$ cat src/rtl/keypad_scanner.sv
// keypad_scanner: scans a 3x4 matrix keypad into debounced key levels and press pulses
module keypad_scanner #(
  parameter int SCAN_DIV = 1000,
  parameter int DEB_SCANS = 4
) (
  input  logic        clk_raw,
  input  logic        rst,
  input  logic [3:0]  col_n,
  output logic [2:0]  row_n,
  output logic [11:0] keystroke,
  output logic [11:0] keypress,
  output logic        scan_tick
);
  localparam int DW = DEB_SCANS > 1 ? $clog2(DEB_SCANS) : 1;
  localparam int CW = SCAN_DIV > 1 ? $clog2(SCAN_DIV) : 1;
  logic [CW-1:0] cnt;
  logic [1:0] r;
  logic [3:0] sync1, col_sync;
  logic [11:0] tog;
  logic smp;
  assign smp = cnt == CW'(SCAN_DIV - 1);
  always_ff @(posedge clk_raw) begin
    if (rst) begin
      cnt <= '0;
      r <= 2'd0;
      row_n <= 3'b110;
      sync1 <= 4'b1111;
      col_sync <= 4'b1111;
      keystroke <= '0;
      keypress <= '0;
      scan_tick <= 1'b0;
    end else begin
      sync1 <= col_n;
      col_sync <= sync1;
      cnt <= smp ? '0 : cnt + 1'b1;
      r <= smp ? (r == 2'd2 ? 2'd0 : r + 2'd1) : r;
      row_n <= smp ? (r == 2'd0 ? 3'b101 : r == 2'd1 ? 3'b011 : 3'b110) : row_n;
      keystroke <= keystroke ^ tog;
      keypress <= tog & ~keystroke;
      scan_tick <= smp && r == 2'd2;
    end
  end
  for (genvar k = 0; k < 12; k++) begin : g_key
    logic [DW-1:0] dc;
    logic hit, diff;
    assign hit = smp && r == 2'(k / 4);
    assign diff = ~col_sync[k % 4] != keystroke[k];
    assign tog[k] = hit && diff && dc == DW'(DEB_SCANS - 1);
    always_ff @(posedge clk_raw) begin
      if (rst || (hit && (!diff || tog[k])))
        dc <= '0;
      else if (hit)
        dc <= dc + 1'b1;
    end
  end
endmodule

$ cat config.mk
export PLATFORM = sky130hd
export DESIGN_NAME = keypad_scanner
export DESIGN_NICKNAME = d
export VERILOG_FILES = /design/src/rtl/keypad_scanner.sv
export SDC_FILE = /design/constraint.sdc
export NUM_CORES = 1
export LEC_CHECK = 0
export BUFFER_PORTS_ARGS = -buffer_cell sky130_fd_sc_hd__buf_2
export CORE_MARGIN = 4
export CORE_UTILIZATION = 50
export CTS_CLUSTER_DIAMETER = 60
export DETAILED_ROUTE_END_ITERATION = 7
export PLACE_DENSITY_LB_ADDON = 0.3
export SLEW_MARGIN = 20
export SYNTH_ARGS = -nofsm -noshare
export SYNTH_HDL_FRONTEND = slang
export SYNTH_SLANG_ARGS = --single-unit
export TNS_END_PERCENT = 5
$ cat constraint.sdc
create_clock -name clk_raw -period 2 [get_ports clk_raw]
set_input_delay 0.1 -clock clk_raw [delete_from_list [all_inputs] [get_ports clk_raw]]
set_output_delay 0.1 -clock clk_raw [all_outputs]
set_load 0.03 [all_outputs]
== Word level (Yosys, flattened, before mapping) ==
Index checks and enable logic that the tools add are counted.

* Input bits: 6
* Output and inout bits: 28
* Word-level logic and storage cells: 148
* Register bits: 72

* Equal/unequal tests: 27
* Reduce and logical (&&, ||, !) cells: 77
* $add $sub $neg: 14
* Bitwise gates (word level): 7
* Mux-type cells: 3

{| class="wikitable"
|+ Operators by type and width
! operator !! count
|-
| logical AND 1 bit || 39
|-
| adder 2 x 1 -> 2 bit (second input constant) || 13
|-
| equality test 2 bit (second input constant) || 13
|-
| logical OR 1 bit || 24
|-
| bitwise AND 12 bit || 1
|-
| logical NOT 1 bit || 12
|-
| inequality test 1 bit || 12
|-
| NOT 12 bit || 1
|-
| XOR 12 bit || 1
|-
| adder 10 x 1 -> 10 bit (second input constant) || 1
|-
| equality test 10 bit (second input constant) || 1
|-
| 2-to-1 mux 3 bit || 2
|-
| NOT 1 bit || 4
|-
| equality test 2 x 1 -> 1 bit (second input constant) || 1
|-
| logical NOT 2 bit || 1
|-
| 2-to-1 mux 2 bit || 1
|-
| OR reduction 2 bit || 1
|}

== Depth between registers and ports, before layout ==
Gate-level depths: netlist of run 1.

* Depth in word-level cells: 7
* Gate-level depth with buffers: 8
* Gate-level depth less buffers: 6

== Least setup slack after synthesis of run 1 ==
No wires, ideal clock.

* Path kind: register to register
* From: register cnt[0]
* To: register keystroke[4]
* Period minus slack after synthesis: 1934 ps
* Path slack: 66 ps
* Data required time: 1934 ps
* Setup time: 66 ps
* Arrival time: 1867 ps
* Path buffers: 2
* Cell stages (with the launch flop): 9
* Cells stage by stage: dfxtp_1 > ha_1 > nand4bb_1 > or4_4 > buf_6 > buf_8 > nor2_1 > ha_1 > nor2_1

* Cells in the longest elaborated chain, start to end: 5

{| class="wikitable"
|+ RTL lines
! element !! line !! RTL
|-
| from (decl) || 16 || <nowiki>logic [CW-1:0] cnt;</nowiki>
|-
| from (signal assigned) || 35 || <nowiki>cnt <= smp ? '0 : cnt + 1'b1;</nowiki>
|-
| equality test 10 bit || 21 || <nowiki>assign smp = cnt == CW'(SCAN_DIV - 1);</nowiki>
|-
| logical AND 1 bit || 46 || <nowiki>assign hit = smp && r == 2'(k / 4);</nowiki>
|-
| logical AND 1 bit (2 in series) || 48 || <nowiki>assign tog[k] = hit && diff && dc == DW'(DEB_SCANS - 1);</nowiki>
|-
| XOR 12 bit || 38 || <nowiki>keystroke <= keystroke ^ tog;</nowiki>
|-
| to (signal assigned) || 38 ||
|-
| to (decl) || 10 || <nowiki>output logic [11:0] keystroke,</nowiki>
|}

No other way between the ends.
A chain may end at the register's enable or synchronous reset.

== Worst setup path after layout of run 1 ==
Ends and elaborated chain as after synthesis.

==> results of run 1 <==
## cells in the final DEF, fill, tap and decap left out, types with 2 or more instances in the layout
cell type      count
a21oi_1            5
buf_2             33
buf_4             10
bufinv_16          2
clkbuf_8          11
dfxtp_1           72
dlygate4sd3_1      4
ha_1              25
inv_1             17
mux2i_1           24
nand2_1           16
nand2b_1          24
nand3_1            3
nand4_1            4
nand4bb_1          7
nor2_1            30
nor2b_1           13
o21ai_0            3
o22a_1             2
o22ai_1            2
o31ai_1            2
or2_2              8
or3_1              3
or4_1              2
or4b_2            12
or4bb_1            6
xnor2_1           13
xor2_1             2
## power groups by stage
stage          Clock [mW]  Combinational [mW]  Sequential (mW)
6_report             1.29              0.0973             1.46
3_5_place_dp            0              0.0918             1.50
4_1_cts              1.33              0.0978             1.46
2_1_floorplan           0              0.0720             1.49
5_1_grt              1.39               0.109             1.47
3_3_place_gp            0              0.0906             1.50
## layout make-up
type / instances / area (sq um) / area share (%)
Inverter: 17 / 63.8 / 1.70
Tap cell: 75 / 93.8 / 2.50
Clock buffer: 12 / 155 / 4.14
Multi-Input combinational cell: 214 / 1640 / 43.7
Timing Repair Buffer: 47 / 280 / 7.48
Sequential cell: 72 / 1440 / 38.5
Clock inverter: 4 / 76.3 / 2.04
## worst paths after layout
check	depth (start not counted)	endpoint	from	slack (ns)
worst min-delay path	2	keystroke[5]	rst	0.35
worst min register to register	1	col_sync[0]	sync1[0]	0.41
worst max-delay path	6	keystroke[4]	cnt[0]	0.15
worst max register to register	6	keystroke[4]	cnt[0]	0.15
## per-stage QoR
step / utilization, % / cells
finish: 61.5 / 441
global route: 61.5 / 441
CTS: 61.5 / 441
detailed placement: 57.0 / 421
global placement: 57.0 / 421
floorplan: - / 319
## registers in the layout, summed over array words and instances (netlist names)
register and flops:
col_sync 4, scan_tick 1, keypress 12, cnt 10
g_key.dc 24, row_n 3, r 2, keystroke 12
sync1 4
## synth_stat cells, types with 3 or more instances
master,count,area [sq um]
dfxtp_1,72,1440
nor2_1,31,116
ha_1,25,313
mux2i_1,24,240
nand2b_1,24,150
inv_1,17,63.8
nand2_1,16,60.1
nor2b_1,13,81.3
xnor2_1,13,114
clkbuf_1,12,45.0
or4b_2,12,120
or2_2,8,50.1
nand4bb_1,7,78.8
or4bb_1,6,67.6
a21oi_1,5,25.0
nand4_1,4,25.0
nand3_1,3,15.0
o21ai_0,3,15.0
or3_1,3,18.8
## routing by layer
metal / GRT usage (%) / wire length (um) / vias to the layer above
met2: 27.1 / 2590 / 34
met3: 3.54 / 202 / 9
met4: 8.10 / 101 / 0
li1: - / - / 1174
met1: 19.2 / 2680 / 1087
met5: 0 / 0 / -
## kinds of logic after synthesis
| logic type | after synthesis | synth area share (%) |
|---|---|---|
| and+or+nand+nor | 133 | 26.2 |
| DFF | 72 | 44.7 |
| AOI/OAI and AO/OA | 17 | 3.34 |
| xor gates and xnor gates | 15 | 4.08 |
| adders and majority gates | 25 | 9.71 |
| buffers and inverters | 33 | 4.50 |
| muxes | 24 | 7.46 |
## repair_timing
item | CTS | global route
endpoints found under the setup margin | 0 | 8
hold buffers | 4 | 0
endpoints found under the hold margin | 4 | 0
resized for setup | 0 | 1
==> impl_metrics.py, run 1 <==
metrics = {
    "global_routing": {
        "grt_usage_pct": 16.1,
        "grt_pass1_wl_mm": 9.72,
        "grt_max_degree": 57,
        "antenna_found_initial": 0,
        "grt-ovfl-total": 0,
        "grt_pass1_vias": 2228,
    },
    "setup_path": {
        "path_max_fanout": 14,
        "required_ns": 2.27,
        "crit_family": "simple AND/OR/NAND/NOR gates",
        "arrival_ns": 2.11,
        "critPathMaxStageDelay_ns": 0.59,
        "critPathLaunchType": "register",
        "path_buf_inv": 0,
        "crit_type": "register to register",
        "worstPathCellList": "ha_1 -> nand4bb_1 -> or4_4 -> nor2_1 -> ha_1 -> nor2_1",
        "end_kind": "register",
        "slowest_stage": "or4_4",
    },
    "floorplan": {
        "die_y_um": 88.3,
        "initial_core_util_pct": 52.9,
        "num_io_pins": 34,
        "dieArea_sq_mm": 0.00779,
        "die_x_um": 88.3,
        "core_sq_mm": 0.00610,
        "num_rows": 28,
    },
    "timing": {
        "setup_viol_count_final": 0,
        "finalClockSkew_ns": 0.00713,
        "final-hold-violation-count": 0,
        "worst_pin_slew_ns": 0.819,
        "min_period_ns": 1.85,
        "fin_tns_setup_ns": 0,
        "maxSlewViolCount": 0,
        "timing.hold.ws_ns": 0.346,
        "rsz0062_at_grt": "yes",
        "setup_slack_ns": 0.155,
        "period_share_pct": 92.3,
        "relSlewSlack_pct": 45.4,
        "fmax_mhz": 542,
    },
    "layout": {
        "nFillCells": 528,
        "diodes": 0,
        "final_nets": 392,
        "layout-drive-gt1-share_pct": 22.7,
        "fin_area_sq_mm": 0.00375,
        "syn_to_final_growth_pct": 16.3,
    },
    "hold_path": {
        "hold_path.class": "input pin to register",
    },
    "detailed_routing": {
        "drc": 0,
        "vias_per_cell": 5.22,
        "wl_mm": 5.57,
        "routedWlPerCell_um": 12.6,
        "via_count": 2304,
        "dr.pass1.iters": 4,
        "drt_iter0_drc": 104,
        "ant_nets": 0,
    },
    "power_and_ir_drop": {
        "seq_power_share_pct": 51.3,
        "p_int_mw": 2.27,
        "combPwrFrac_pct": 3.4,
        "ir_drop_v": 0.000516,
        "power-per-cell-area_mw_per_mm2": 761,
        "p_leak_nw": 1.62,
        "switchingPower_mw": 0.579,
        "pwr-share-clk_pct": 45.3,
        "finalPower_mw": 2.85,
        "switching_share_pct": 20.3,
    },
    "synth": {
        "syn_nets": 350,
        "synthArstFlopShare_pct": 0,
        "ys_types": 34,
        "synth-seq-area-share_pct": 44.7,
        "synth_warnings": 0,
        "synthCells": 319,
        "synth_edf_count": 0,
        "synthFlopType": "dfxtp_1",
        "avgSynthCellArea_sq_um": 10.1,
        "syn-cell-area_sq_mm": 0.00322,
        "synth-seq-cells": 72,
    },
    "cts": {
        "clock-sinks": 72,
        "clk_pin_slew_ns": 0.07,
        "postCtsSetupBuffers": 0,
        "clkLatencyLatePin_ns": 0.34,
        "clock_path_buffers": 2,
        "cts_tree": "yes",
        "cts_buffers": 9,
        "cts_root_buffer": "clkbuf_8",
        "htreeDepth": 3,
    },
    "job": {
        "max_cap_violations": 0,
    },
    "place": {
        "port_buffers": 33,
        "post-place-ws_ns": 0.109,
        "place_area_sq_mm": 0.00347,
        "gp_congestion": 0.809,
        "post-dp-hpwl_mm": 3.99,
    },
    "run_status": {
        "outcome": "finished clean",
    },
}
No activity file was read; power rests on OpenSTA's default activity.
==> inputs of run 2 (changes only) <==
--- a/config.mk
+++ b/config.mk
@@ -8,6 +8,7 @@
 export BUFFER_PORTS_ARGS = -buffer_cell sky130_fd_sc_hd__buf_2
 export CORE_MARGIN = 4
 export CORE_UTILIZATION = 50
+export CTS_BUF_LIST = sky130_fd_sc_hd__clkbuf_8 sky130_fd_sc_hd__clkbuf_16
 export CTS_CLUSTER_DIAMETER = 60
 export DETAILED_ROUTE_END_ITERATION = 7
 export PLACE_DENSITY_LB_ADDON = 0.3
==> impl_metrics.py, run 2 (synthesis results as in run 1) <==
metrics = {
    "run_status": {
        "outcome": "finished clean",
    },
    "floorplan": {
        "die_y_um": 88.3,
        "initial_core_util_pct": 52.9,
        "num_io_pins": 34,
        "core_sq_mm": 0.00610,
        "die_x_um": 88.3,
        "num_rows": 28,
        "dieArea_sq_mm": 0.00779,
    },
    "cts": {
        "cts_root_buffer": "clkbuf_8",
        "clk_pin_slew_ns": 0.07,
        "htreeDepth": 3,
        "postCtsSetupBuffers": 0,
        "clock_path_buffers": 2,
        "clkLatencyLatePin_ns": 0.34,
        "cts_tree": "yes",
        "clock-sinks": 72,
        "cts_buffers": 9,
    },
    "layout": {
        "final_nets": 392,
        "syn_to_final_growth_pct": 16.3,
        "diodes": 0,
        "layout-drive-gt1-share_pct": 22.7,
        "fin_area_sq_mm": 0.00375,
        "top_register": "g_key.dc",
        "layout_commonest_cell": "dfxtp_1",
        "most-common-layout-cells": "dfxtp_1, buf_2, nor2_1",
        "top_regs": "g_key.dc (24), keypress (12), keystroke (12)",
        "largest_reg_flops": 24,
        "nFillCells": 528,
    },
    "place": {
        "gp_congestion": 0.809,
        "place_area_sq_mm": 0.00347,
        "post-place-ws_ns": 0.109,
        "post-dp-hpwl_mm": 3.99,
        "port_buffers": 33,
    },
    "detailed_routing": {
        "drt_iter0_drc": 104,
        "routedWlPerCell_um": 12.6,
        "dr.pass1.iters": 4,
        "wl_mm": 5.57,
        "via_count": 2304,
        "vias_per_cell": 5.22,
        "ant_nets": 0,
        "drc": 0,
    },
    "global_routing": {
        "grt_max_degree": 57,
        "grt_pass1_vias": 2228,
        "grt_pass1_wl_mm": 9.72,
        "grt-ovfl-total": 0,
        "antenna_found_initial": 0,
        "grt_usage_pct": 16.1,
    },
    "power_and_ir_drop": {
        "power-per-cell-area_mw_per_mm2": 760,
        "combPwrFrac_pct": 3.4,
        "seq_power_share_pct": 51.4,
        "p_int_mw": 2.27,
        "switchingPower_mw": 0.580,
        "finalPower_mw": 2.85,
        "ir_drop_v": 0.000516,
        "pwr-share-clk_pct": 45.2,
        "switching_share_pct": 20.4,
        "p_leak_nw": 1.63,
    },
    "timing": {
        "final-hold-violation-count": 0,
        "worst_pin_slew_ns": 0.819,
        "period_share_pct": 92.2,
        "setup_viol_count_final": 0,
        "maxSlewViolCount": 0,
        "rsz0062_at_grt": "yes",
        "min_period_ns": 1.84,
        "finalClockSkew_ns": 0.00713,
        "fmax_mhz": 542,
        "relSlewSlack_pct": 45.4,
        "setup_slack_ns": 0.155,
        "timing.hold.ws_ns": 0.346,
    },
    "setup_path": {
        "critPathLaunchType": "register",
        "worstPathCellList": "ha_1 -> nand4bb_1 -> or4_4 -> nor2_1 -> ha_1 -> nor2_1",
        "end_kind": "register",
        "crit_path_end": "keystroke[4]",
        "arrival_ns": 2.11,
        "crit_type": "register to register",
        "r2r-start": "cnt[0]",
        "cp.depth": 6,
        "path_max_fanout": 14,
        "ff2ff_path_depth": 6,
        "slowest_stage": "or4_4",
        "reg2reg_to": "keystroke[4]",
        "path_buf_inv": 0,
        "critPathMaxStageDelay_ns": 0.59,
        "required_ns": 2.27,
        "rrSetupSlack_ns": 0.16,
        "crit_family": "simple AND/OR/NAND/NOR gates",
        "setup.worst_path.start": "cnt[0]",
    },
    "hold_path": {
        "hold_path.class": "input pin to register",
        "min_from": "rst",
    },
    "job": {
        "max_cap_violations": 0,
    },
}
-- run 2: changes by cell type in the layout (fill, tap and decap cells not counted), sizes merged --
| cell | delta |
|---|---|
| clkbuf | -1 |
| inv | +1 |
-- run 2: metrics by stage --
stage,util [%],cells,TNS (ns)
floorplan,-,319,0
CTS,61.5,441,0
detailed placement,57.0,421,0
finish,61.5,441,0
global route,61.5,441,-0.0344
global placement,57.0,421,0
-- run 2: worst min-delay path by stage --
| stage | cells past startpoint | endpoint | slack (ns) |
|---|---|---|---|
| after floorplan | 1 | sync1[0] | 0.20 |
| after global placement | 2 | sync1[2] | 0.28 |
| after detailed placement | 2 | sync1[1] | 0.28 |
| after CTS | 2 | keystroke[4] | 0.34 |
| after global routing | 2 | keystroke[9] | 0.38 |
| final | 2 | keystroke[5] | 0.35 |
-- run 2: area by class of cell --
class | count | area [sq um] | share of cell area, %
tap | 75 | 93.8 | 2.50
clock buffer | 11 | 151 | 4.04
multi-input combinational | 214 | 1640 | 43.7
inverter | 17 | 63.8 | 1.70
clock inverter | 5 | 80.1 | 2.14
sequential | 72 | 1440 | 38.5
timing repair buffer | 47 | 280 | 7.48
-- run 2: routing by layer --
metal / global-route usage [%] / part of all wire [%] / vias up / routed length [um]
met5: 0 / 0 / - / 0
met3: 3.54 / 3.6 / 9 / 202
met2: 27.1 / 47 / 34 / 2590
li1: - / - / 1174 / -
met1: 19.2 / 48 / 1087 / 2680
met4: 8.10 / 1.8 / 0 / 101
-- run 2: power groups by stage --
stage | Clock, mW | Sequential [mW] | Combinational, mW
6_report | 1.29 | 1.46 | 0.0973
5_1_grt | 1.39 | 1.47 | 0.109
4_1_cts | 1.32 | 1.46 | 0.0978
3_5_place_dp | 0 | 1.50 | 0.0918
3_3_place_gp | 0 | 1.50 | 0.0906
2_1_floorplan | 0 | 1.49 | 0.0720
-- run 2: repair_timing --
item                       CTS  global route
setup endpoints to repair    0             8
hold buffers                 4             0
gates resized for setup      0             1
hold endpoints to repair     4             0
